===== config.mk =====
export PLATFORM = sky130hd
export DESIGN_NAME = sc_dmem_arbiter
export DESIGN_NICKNAME = d
export VERILOG_FILES = /design/src/rtl/sc_dmem_arbiter.sv
export SDC_FILE = /design/constraint.sdc
export NUM_CORES = 1
export LEC_CHECK = 0
export ABC_AREA = 0
export BUFFER_PORTS_ARGS = -buffer_cell sky130_fd_sc_hd__buf_4
export CAP_MARGIN = 10
export CORE_AREA = 2 2 121 123
export DETAILED_ROUTE_END_ITERATION = 10
export DIE_AREA = 0 0 123 125
export SLEW_MARGIN = 20
export SYNTH_ARGS = -nofsm -noshare
export SYNTH_HDL_FRONTEND = slang
export SYNTH_SLANG_ARGS = --single-unit

===== constraint.sdc =====
create_clock -name clock -period 1.4 [get_ports clock]
set_input_delay 0.07 -clock clock [delete_from_list [all_inputs] [get_ports clock]]
set_output_delay 0.07 -clock clock [all_outputs]
set_load 0.05 [all_outputs]

===== src/rtl/sc_dmem_arbiter.sv =====
// Two-master round-robin arbiter with bounded locking in front of a single-port data memory.
// Optional contention counter is built only when DMEM_ARB_STATS_EN is defined.
module sc_dmem_arbiter #(
    parameter int AW       = 32,
    parameter int DW       = 32,
    parameter int MAX_LOCK = 8
) (
    input  logic          clock,
    input  logic          resetn,
    input  logic          m0_req,
    input  logic          m1_req,
    input  logic          m0_we,
    input  logic          m1_we,
    input  logic          m0_lock,
    input  logic          m1_lock,
    input  logic [AW-1:0] m0_addr,
    input  logic [AW-1:0] m1_addr,
    input  logic [DW-1:0] m0_wdata,
    input  logic [DW-1:0] m1_wdata,
    output logic          m0_gnt,
    output logic          m1_gnt,
    output logic          m0_rvalid,
    output logic          m1_rvalid,
    output logic [DW-1:0] m0_rdata,
    output logic [DW-1:0] m1_rdata,
    output logic [AW-1:0] mem_addr,
    output logic [DW-1:0] mem_wdata,
    output logic          mem_we,
    input  logic [DW-1:0] mem_rdata,
    output logic [15:0]   stat_conflicts
);

    localparam int CW = $clog2(MAX_LOCK + 1);
    localparam logic [CW-1:0] CNT_MAX = CW'(MAX_LOCK);

    function automatic logic [CW-1:0] lock_inc(input logic [CW-1:0] cnt);
        return (cnt < CNT_MAX) ? cnt + 1'b1 : CNT_MAX;
    endfunction

    logic          last;
    logic          owner;
    logic          locked;
    logic [CW-1:0] lock_cnt;
    logic          rv0;
    logic          rv1;
    logic          gnt0;
    logic          gnt1;
    logic          sel_lock;

    // last=1 means m1 was served last, so m0 wins the next tie
    always_comb begin
        gnt0 = 1'b0;
        gnt1 = 1'b0;
        if (m0_req && m1_req) begin
            if (locked && (lock_cnt < CNT_MAX)) begin
                gnt0 = ~owner;
                gnt1 = owner;
            end else begin
                gnt0 = last;
                gnt1 = ~last;
            end
        end else begin
            gnt0 = m0_req;
            gnt1 = m1_req;
        end
    end

    assign sel_lock  = gnt1 ? m1_lock : m0_lock;
    assign mem_addr  = gnt1 ? m1_addr : m0_addr;
    assign mem_wdata = gnt1 ? m1_wdata : m0_wdata;
    assign mem_we    = (gnt0 & m0_we) | (gnt1 & m1_we);
    assign m0_gnt    = gnt0;
    assign m1_gnt    = gnt1;

    always_ff @(posedge clock or negedge resetn) begin
        if (!resetn) begin
            last     <= 1'b1;
            owner    <= 1'b0;
            locked   <= 1'b0;
            lock_cnt <= '0;
            rv0      <= 1'b0;
            rv1      <= 1'b0;
        end else begin
            rv0 <= gnt0 & ~m0_we;
            rv1 <= gnt1 & ~m1_we;
            if (gnt0 || gnt1) begin
                last <= gnt1;
                if (sel_lock) begin
                    locked <= 1'b1;
                    owner  <= gnt1;
                    if (locked && (owner == gnt1))
                        lock_cnt <= lock_inc(lock_cnt);
                    else
                        lock_cnt <= CW'(1);
                end else begin
                    locked   <= 1'b0;
                    lock_cnt <= '0;
                end
            end else begin
                // nobody requesting: any holder has dropped req and loses the lock
                locked   <= 1'b0;
                lock_cnt <= '0;
            end
        end
    end

    assign m0_rvalid = rv0;
    assign m1_rvalid = rv1;
    assign m0_rdata  = rv0 ? mem_rdata : '0;
    assign m1_rdata  = rv1 ? mem_rdata : '0;

`ifdef DMEM_ARB_STATS_EN
    function automatic logic [15:0] sat_inc16(input logic [15:0] v);
        return (v == 16'hFFFF) ? v : v + 16'd1;
    endfunction

    logic [15:0] conflicts;

    always_ff @(posedge clock or negedge resetn) begin
        if (!resetn)
            conflicts <= '0;
        else if (m0_req && m1_req)
            conflicts <= sat_inc16(conflicts);
    end

    assign stat_conflicts = conflicts;
`else
    assign stat_conflicts = 16'h0000;
`endif

endmodule


==> impl_metrics.toml, run 1 <==
[placed_design]
hpwl_mm = 8.177
place_area_mm2 = 0.004558
io_buffers = 300
gp_congestion = 0.8350

[power_and_ir_drop]
p_leak_nw = 2.791
peakVddDrop_uv = 391.0
p_total_mw = 4.068
power_per_cell_area_mw_per_mm2 = 779.1

[clock_tree]
clkSlewWorstSetupHoldPaths_ns = 0.04
cts_buffer_depth = 2
htreeDepth = 1
cts_tree = "yes"
clk_latency_ns = 0.24
root_buffer = "clkbuf_16"
cts_made_buffers = 3
cts.sinks = 9

[floorplan]
start_util_pct = 12.77
die_height_um = 125
io_pins = 317
die_w_um = 123
core_area_mm2 = 0.01420
core.rowCount = 44
die_area_mm2 = 0.01538

[setup_path]
path_cells = "nand2_2 -> o211ai_4 -> buf_12 -> buf_12 -> mux2_2 -> buf_6"
r2r_slack_ns = -0.32
critical_path_class = "reg -> out"
critPathLaunchType = "register"
critPathMostFrequentCell = "buf_12"
path_max_fanout = 9
max_stage_delay_ns = 0.53
cp.arrival_ns = 1.93
path_delay_family = "flip-flops"
cp_num_buf_inv = 3
endpoint_kind = "output port"
cp_slowest_cell = "dfstp_2"
required_ns = 1.33

[logic_synthesis]
synth_ff_type = "dfrtp_1"
synth_cell_types = 36
synth_area_mm2 = 0.001814
synth_area_per_cell_um2 = 8.937
syn_inst = 203
yosys_register_bits = 9
yosysWarnings = 0
yosysSeqAreaShare_pct = 12.48
synth-edff-count = 0
async_flop_share_pct = 100.0

[cells_and_area]
final_common_cell = "buf_4"
stdcell_area_mm2 = 0.005221
syn2layout_area_growth_pct = 187.8
diodes = 0
layout_common_cells = "buf_4 (243), buf_6 (67), and2_2 (60)"
fin_nets = 694
layout-drive-gt1-share_pct = 89.69

[timing]
clock_skew_ns = 0.003762
clock.fmax_mhz = 499.3
post-route-period-util_pct = 143.1
rsz0062_at_grt = "true"
setup_slack_ns = -0.6027
finalHoldViolCount = 0
max_slew_margin_pct = 61.90
setup_viol_count_final = 75
final.min_clock_period_ns = 2.003
maxSlewViolCount = 0
tightest_slew_ns = 0.5709

[global_route]
grt_pass1_wl_mm = 13.54
global_route.overflow_total = 0
grt_start_max_net_pins = 34
grt_pass1_vias = 2723
antenna_found_initial = 0
grtUsageTotal_pct = 10.95

[run_status]
outcome = "complete, but fails checks"
violations = "negative setup slack"

[drt]
dr.pass1.iters = 4
ant_nets = 0
vias = 2740
routed_via_density = 3.870
detail_route.iter0.violations = 38
drc = 0
wl_mm = 9.885
routedWlPerCell_um = 13.96

[job]
drv_cap = 0

[worst_hold_path]
hp-class = "in -> async"
flip-flops by register name, indices dropped and copies added, names as in the netlist:
name and cells:
last 1, locked 1, m1_rvalid 1, m0_rvalid 1
owner 1, lock_cnt 4
per-stage QoR:
stage	util (%)	instances	hold slack (ns)	worst slack [ns]	TNS (ns)
6_report	36.76	708	0.1934	-0.6027	-39.19
4_1_cts	34.31	703	0.1947	-0.6065	-38.77
2_1_floorplan	-	218	-0.2256	-0.1648	-9.871
5_1_grt	36.76	708	0.2198	-0.6331	-42.91
3_5_place_dp	32.09	693	-0.09779	-0.5185	-29.76
3_3_place_gp	32.09	693	-0.1011	-0.4754	-26.66
worst register-to-register path, cell delays in order, from the launching register on:
cell	delay [ns]
dfrtp_1	0.42
buf_6	0.14
buf_6	0.10
nand4b_1	0.19
buf_4	0.16
o2111ai_1	0.24
buf_4	0.21
a21boi_0	0.16
power breakdown:
part / total [mW] / internal (mW) / leakage (nW) / switching, mW
combinational: 3.22 / 1.44 / 2.64 / 1.78
sequential: 0.332 / 0.291 / 0.112 / 0.0415
clock: 0.514 / 0.377 / 0.0409 / 0.136
total: 4.07 / 2.11 / 2.79 / 1.96
repair_timing:
action,4_1_cts,5_1_grt
gates cloned,0,2
setup endpoints to repair,139,98
resized for setup,44,68
setup buffers,3,4
pin swaps,3,2
hold endpoints to repair,11,0
hold buffers,3,0
routing by layer:
metal	track usage, %	wire [um]	vias to the layer above
met5	0	0	-
met4	2.874	173	0
met3	1.962	944	17
met2	21.51	5404	170
met1	11.68	3362	1244
li1	-	-	1309
final cells by class:
class / count / area (um2)
fillers: 1424 / 8982
inverters: 3 / 13.76
clock inverters: 1 / 5.005
well taps: 184 / 230.2
multi-input cells: 177 / 1727
clock buffers: 3 / 75.07
flip-flops and latches: 9 / 234.0
repair buffers: 331 / 2937
cells by family (layout without fill, tap and decap cells):
family / Yosys count / count (layout) / synth area share (%)
simple gates: 81 / 81 / 28.00
other cells: 1 / 16 / 0.2067
flops: 9 / 9 / 12.48
xor+xnor: 1 / 1 / 0.4828
buf+inv: 32 / 338 / 11.93
compound gates: 14 / 14 / 6.484
fa+ha+maj: 1 / 1 / 0.6895
mux: 64 / 64 / 39.72
synth_stat cells (2+ instances only):
master	number	area [um2]
dfrtp_1	8	200.2
nand2_1	2	7.510
buf_4	17	127.6
o2111ai_1	2	17.52
mux2_1	38	427.9
nand2b_1	4	25.02
mux2_2	26	292.8
inv_1	2	7.510
a2111oi_0	3	26.28
buf_2	2	10.01
and2_1	64	400.4
nor2b_1	3	18.77
buf_6	4	45.04
clkbuf_1	6	22.52
worst paths after layout:
kind,startpoint,to,cells past startpoint
hold reg to reg,lock_cnt[2],lock_cnt[2],3
max in group asynchronous,resetn,last,2
hold / removal,resetn,lock_cnt[3],2
min in group clock,m0_req,last,4
setup / recovery,last,mem_addr[0],6
setup reg to reg,lock_cnt[3],owner,7
Note: power is estimated with default switching activity, not from simulation.
==> run 2: changes to the inputs <==
- PLACE_DENSITY: default -> 0.44
==> run 2 against run 1 <==
Effect of this change: the flow still finishes with violations (negative setup slack); cell count rose by 0.14%; die area did not move; first-iteration DRC count rose by 11%; sequential power fell by 3%; worst hold slack got worse by 0.19 ns; critical path depth did not move; fmax rose by 2.5%; highest routed layer unchanged; clock skew fell by 0.0026 ns; via count fell by 1.5%; utilization rose by 0.73 points; setup slack improved by 0.049 ns.
==> impl_metrics.toml, run 2 (synthesis results as in run 1) <==
[setup_path]
cp_slowest_cell = "dfstp_2"
required_ns = 1.33
path_cells = "nand2_2 -> o211ai_4 -> buf_6 -> clkbuf_16 -> mux2_2 -> buf_6"
path_delay_family = "flip-flops"
cp_num_buf_inv = 3
max_stage_delay_ns = 0.53
endpoint_kind = "output port"
path_max_fanout = 8
cp.arrival_ns = 1.88
startpoint = "last"
critPathMostFrequentCell = "buf_6"
rr_worst_depth = 8
r2r-start = "last"
critical_path_class = "reg -> out"
critPathLaunchType = "register"
path_depth = 6

[floorplan]
core_area_mm2 = 0.01420
die_area_mm2 = 0.01538
io_pins = 317
core.rowCount = 44
die_w_um = 123
start_util_pct = 12.77
die_height_um = 125

[placed_design]
place_inst = 694
io_buffers = 300
dp_slack_ns = -0.4984
gp_congestion = 0.8365
hpwl_mm = 9.025

[timing]
final.min_clock_period_ns = 1.954
setup_slack_ns = -0.5539
rsz0062_at_grt = "true"
setup_viol_count_final = 75
finalHoldViolCount = 0
post-route-period-util_pct = 139.6
maxSlewViolCount = 0
clock_skew_ns = 0.001194
holdWs_ns = 0.0008755
clock.fmax_mhz = 511.8

[run_status]
outcome = "complete, but fails checks"
violations = "negative setup slack"

[cells_and_area]
register_area_um2 = 231.5
layout_common_cells = "buf_4 (247), and2_2 (60), mux2_4 (57)"
largest_reg_flops = 4
layout-drive-gt1-share_pct = 89.71
fin_util_pct = 37.49
fillers = 1447
syn2layout_area_growth_pct = 193.5
largest_register = "lock_cnt"
diodes = 0
final_common_cell = "buf_4"
final_cells = 709
multiInputGateArea_mm2 = 0.001780
fin_nets = 695

[global_route]
global_route.overflow_total = 0
grtUsageTotal_pct = 12.50
grt_pass1_vias = 2796
antenna_found_initial = 0
grt_start_max_net_pins = 34
grt_pass1_wl_mm = 14.95

[drt]
detail_route.iter0.violations = 42
wl_mm = 10.99
drc = 0
routed_via_density = 3.807
ant_nets = 0
dr.pass1.iters = 4
vias = 2699
routedWlPerCell_um = 15.50

[clock_tree]
cts_buffer_depth = 2
cts_tree = "yes"
root_buffer = "clkbuf_16"
htreeDepth = 1
clkSlewWorstSetupHoldPaths_ns = 0.04
clk_latency_ns = 0.24
cts.sinks = 9
cts_made_buffers = 3

[worst_hold_path]
whs_path_depth = 2
hp-class = "in -> reg"
hp-start = "m0_we"

[power_and_ir_drop]
p_leak_nw = 2.886
p_total_mw = 4.167
power_per_cell_area_mw_per_mm2 = 782.6
peakVddDrop_uv = 323.1

[job]
drv_cap = 0
## run 2: area by class of cell
type                    instances  area share (%)
multi-input cells             177           33.44
repair buffers                332           56.13
well taps                     184           4.323
inverters                       3          0.2585
flip-flops and latches          9           4.347
clock buffers                   3           1.410
clock inverters                 1         0.09398
## run 2: timing repair
item,in CTS,in global routing
resized for setup,87,36
pin swaps,4,2
buffers inserted,4,1
setup endpoints to repair,108,76
gates cloned,1,3
hold buffers,2,0
endpoints found under the hold margin,10,0
## run 2: path summary, 6_finish.rpt
path                           endpoint  slack, ns
max in group asynchronous          last       0.98
setup / recovery           mem_addr[19]      -0.55
hold / removal                m0_rvalid     0.0009
min in group asynchronous         owner       0.20
setup reg to reg                   last      -0.21
hold reg to reg             lock_cnt[2]       0.58
## run 2: through the flow
step | cell area [um2] | TNS, ns
detailed placement | 4603 | -31.19
CTS | 5112 | -37.27
global route | 5325 | -39.90
finish | 5325 | -35.41
global placement | 4603 | -28.80
floorplan | 2128 | -9.871
## run 2: power by group
part	switching (mW)	leakage (nW)	internal (mW)
Combinational	1.82	2.73	1.51
Sequential	0.0310	0.112	0.290
Clock	0.140	0.0409	0.378
## run 2: per-layer routing
metal,wire length [um],vias up,global-route usage [%]
li1,-,1313,-
met4,38,0,1.671
met5,0,-,0
met1,3707,1230,12.90
met2,6175,152,25.45
met3,1065,4,2.783
==> run 3: changes to the inputs <==
- CTS_BUF_LIST: default -> sky130_fd_sc_hd__clkbuf_16
- SKIP_CTS_REPAIR_TIMING: default -> 1
==> run 3 against run 2 <==
Effect of this change: the run ends with negative hold slack, negative setup slack left; worst hold slack worse by 0.0031 ns; total power is 0.36% higher; utilization is 0.49 points higher; clock-buffer cell count stayed put; first-iteration DRC count is 7.1% higher; global-route usage is 0.74 points lower; cell count stayed put; clock power is 1% lower; clock skew hardly changed; critical path type unchanged; highest routed layer unchanged.
==> impl_metrics.toml, run 3 (synthesis results as in run 1) <==
[placed_design]
hpwl_mm = 9.025
io_buffers = 300
place_inst = 694
place_area_mm2 = 0.004603
gp_congestion = 0.8365

[clock_tree]
htreeDepth = 1
clkSlewWorstSetupHoldPaths_ns = 0.04
clk_latency_ns = 0.24
cts.sinks = 9
cts_buffer_depth = 2
cts_tree = "yes"
root_buffer = "clkbuf_16"
cts_made_buffers = 3

[setup_path]
startpoint = "last"
cp_slowest_cell = "dfstp_2"
path_cells = "nand2_4 -> o211ai_4 -> buf_6 -> clkbuf_16 -> mux2_2 -> buf_6"
critical_path_class = "reg -> out"
r2r-start = "last"
cp_num_buf_inv = 3
critPathLaunchType = "register"
path_max_fanout = 8
max_stage_delay_ns = 0.55
cp.arrival_ns = 1.92
r2r_slack_ns = -0.25
rr_worst_depth = 6
endpoint_kind = "output port"
required_ns = 1.33
path_delay_family = "flip-flops"
reg2reg_to = "lock_cnt[2]"
critPathMostFrequentCell = "buf_6"

[drt]
ant_nets = 0
routed_via_density = 3.828
dr.pass1.iters = 4
detail_route.iter0.violations = 45
wl_mm = 11.06
routedWlPerCell_um = 15.60
drc = 0
vias = 2714

[cells_and_area]
multiInputGateArea_mm2 = 0.001869
register_area_um2 = 231.5
layout_common_cells = "buf_4 (249), and2_2 (60), mux2_4 (55)"
diodes = 0
final_cells = 709
fin_util_pct = 37.98
largest_reg_flops = 4
layout-drive-gt1-share_pct = 90.86
fin_nets = 695
stdcell_area_mm2 = 0.005395
syn2layout_area_growth_pct = 197.4
largest_register = "lock_cnt"
final_common_cell = "buf_4"
fillers = 1426

[timing]
rsz0062_at_grt = "true"
finalSetupTns_ns = -36.59
finalHoldViolCount = 1
setup_slack_ns = -0.5872
holdWs_ns = -0.002224
final.min_clock_period_ns = 1.987
clock_skew_ns = 0.001352
clock.fmax_mhz = 503.2
setup_viol_count_final = 74
post-route-period-util_pct = 141.9
maxSlewViolCount = 0

[job]
drv_cap = 0

[worst_hold_path]
whs_path_depth = 2
hp-class = "in -> reg"
worst_hold_path.endpoint = "m1_rvalid"
hp-start = "m1_we"

[run_status]
outcome = "complete, but fails checks"
violations = "negative hold slack, negative setup slack"

[floorplan]
die_w_um = 123
start_util_pct = 12.77
die_height_um = 125
core.rowCount = 44
die_area_mm2 = 0.01538
core_area_mm2 = 0.01420
io_pins = 317

[power_and_ir_drop]
power_per_cell_area_mw_per_mm2 = 775.2
p_leak_nw = 2.879
peakVddDrop_uv = 336.8

[global_route]
grt_pass1_vias = 2641
global_route.overflow_total = 0
grt_start_max_net_pins = 34
grtUsageTotal_pct = 11.76
grt_pass1_wl_mm = 14.04
antenna_found_initial = 0
## run 3: cell count changes in the layout (fill, tap and decap cells not counted), sizes merged
| cell | before | now |
|---|---|---|
| dlygate4sd3 | 2 | 1 |
| buf | 327 | 328 |
## run 3: final cells by class
| type | count | area share, % |
|---|---|---|
| repair buffers | 332 | 55.06 |
| multi-input cells | 177 | 34.65 |
| flip-flops and latches | 9 | 4.290 |
| well taps | 184 | 4.267 |
| clock buffers | 3 | 1.391 |
| inverters | 3 | 0.2551 |
| clock inverters | 1 | 0.09276 |
## run 3: power breakdown
part | switching (mW) | internal [mW] | total [mW]
Sequential | 0.0331 | 0.290 | 0.323
Clock | 0.136 | 0.377 | 0.513
Combinational | 1.84 | 1.51 | 3.35
Total | 2.01 | 2.17 | 4.18
## run 3: metal layers
layer	up-vias	global-route usage (%)	routed length [um]
li1	1311	-	-
met1	1234	12.46	3677
met2	162	23.40	6198
met3	7	2.646	1107
met4	0	1.872	74
met5	-	0	0
## run 3: per-stage QoR
| step | setup WS [ns] | power, mW |
|---|---|---|
| after global placement | -0.4604 | 3.206 |
| after global routing | -0.6472 | 4.357 |
| after CTS | -0.7641 | 3.738 |
| after detailed placement | -0.4984 | 3.209 |
| after floorplan | -0.1648 | 2.241 |
| final | -0.5872 | 4.182 |
## run 3: worst max path at each step
stage                    end  cells after the start
5_1_grt         mem_addr[11]                      6
3_3_place_gp   mem_wdata[23]                      5
3_5_place_dp   mem_wdata[23]                      5
6_report        mem_addr[19]                      6
4_1_cts        mem_wdata[23]                      5
2_1_floorplan         mem_we                      6
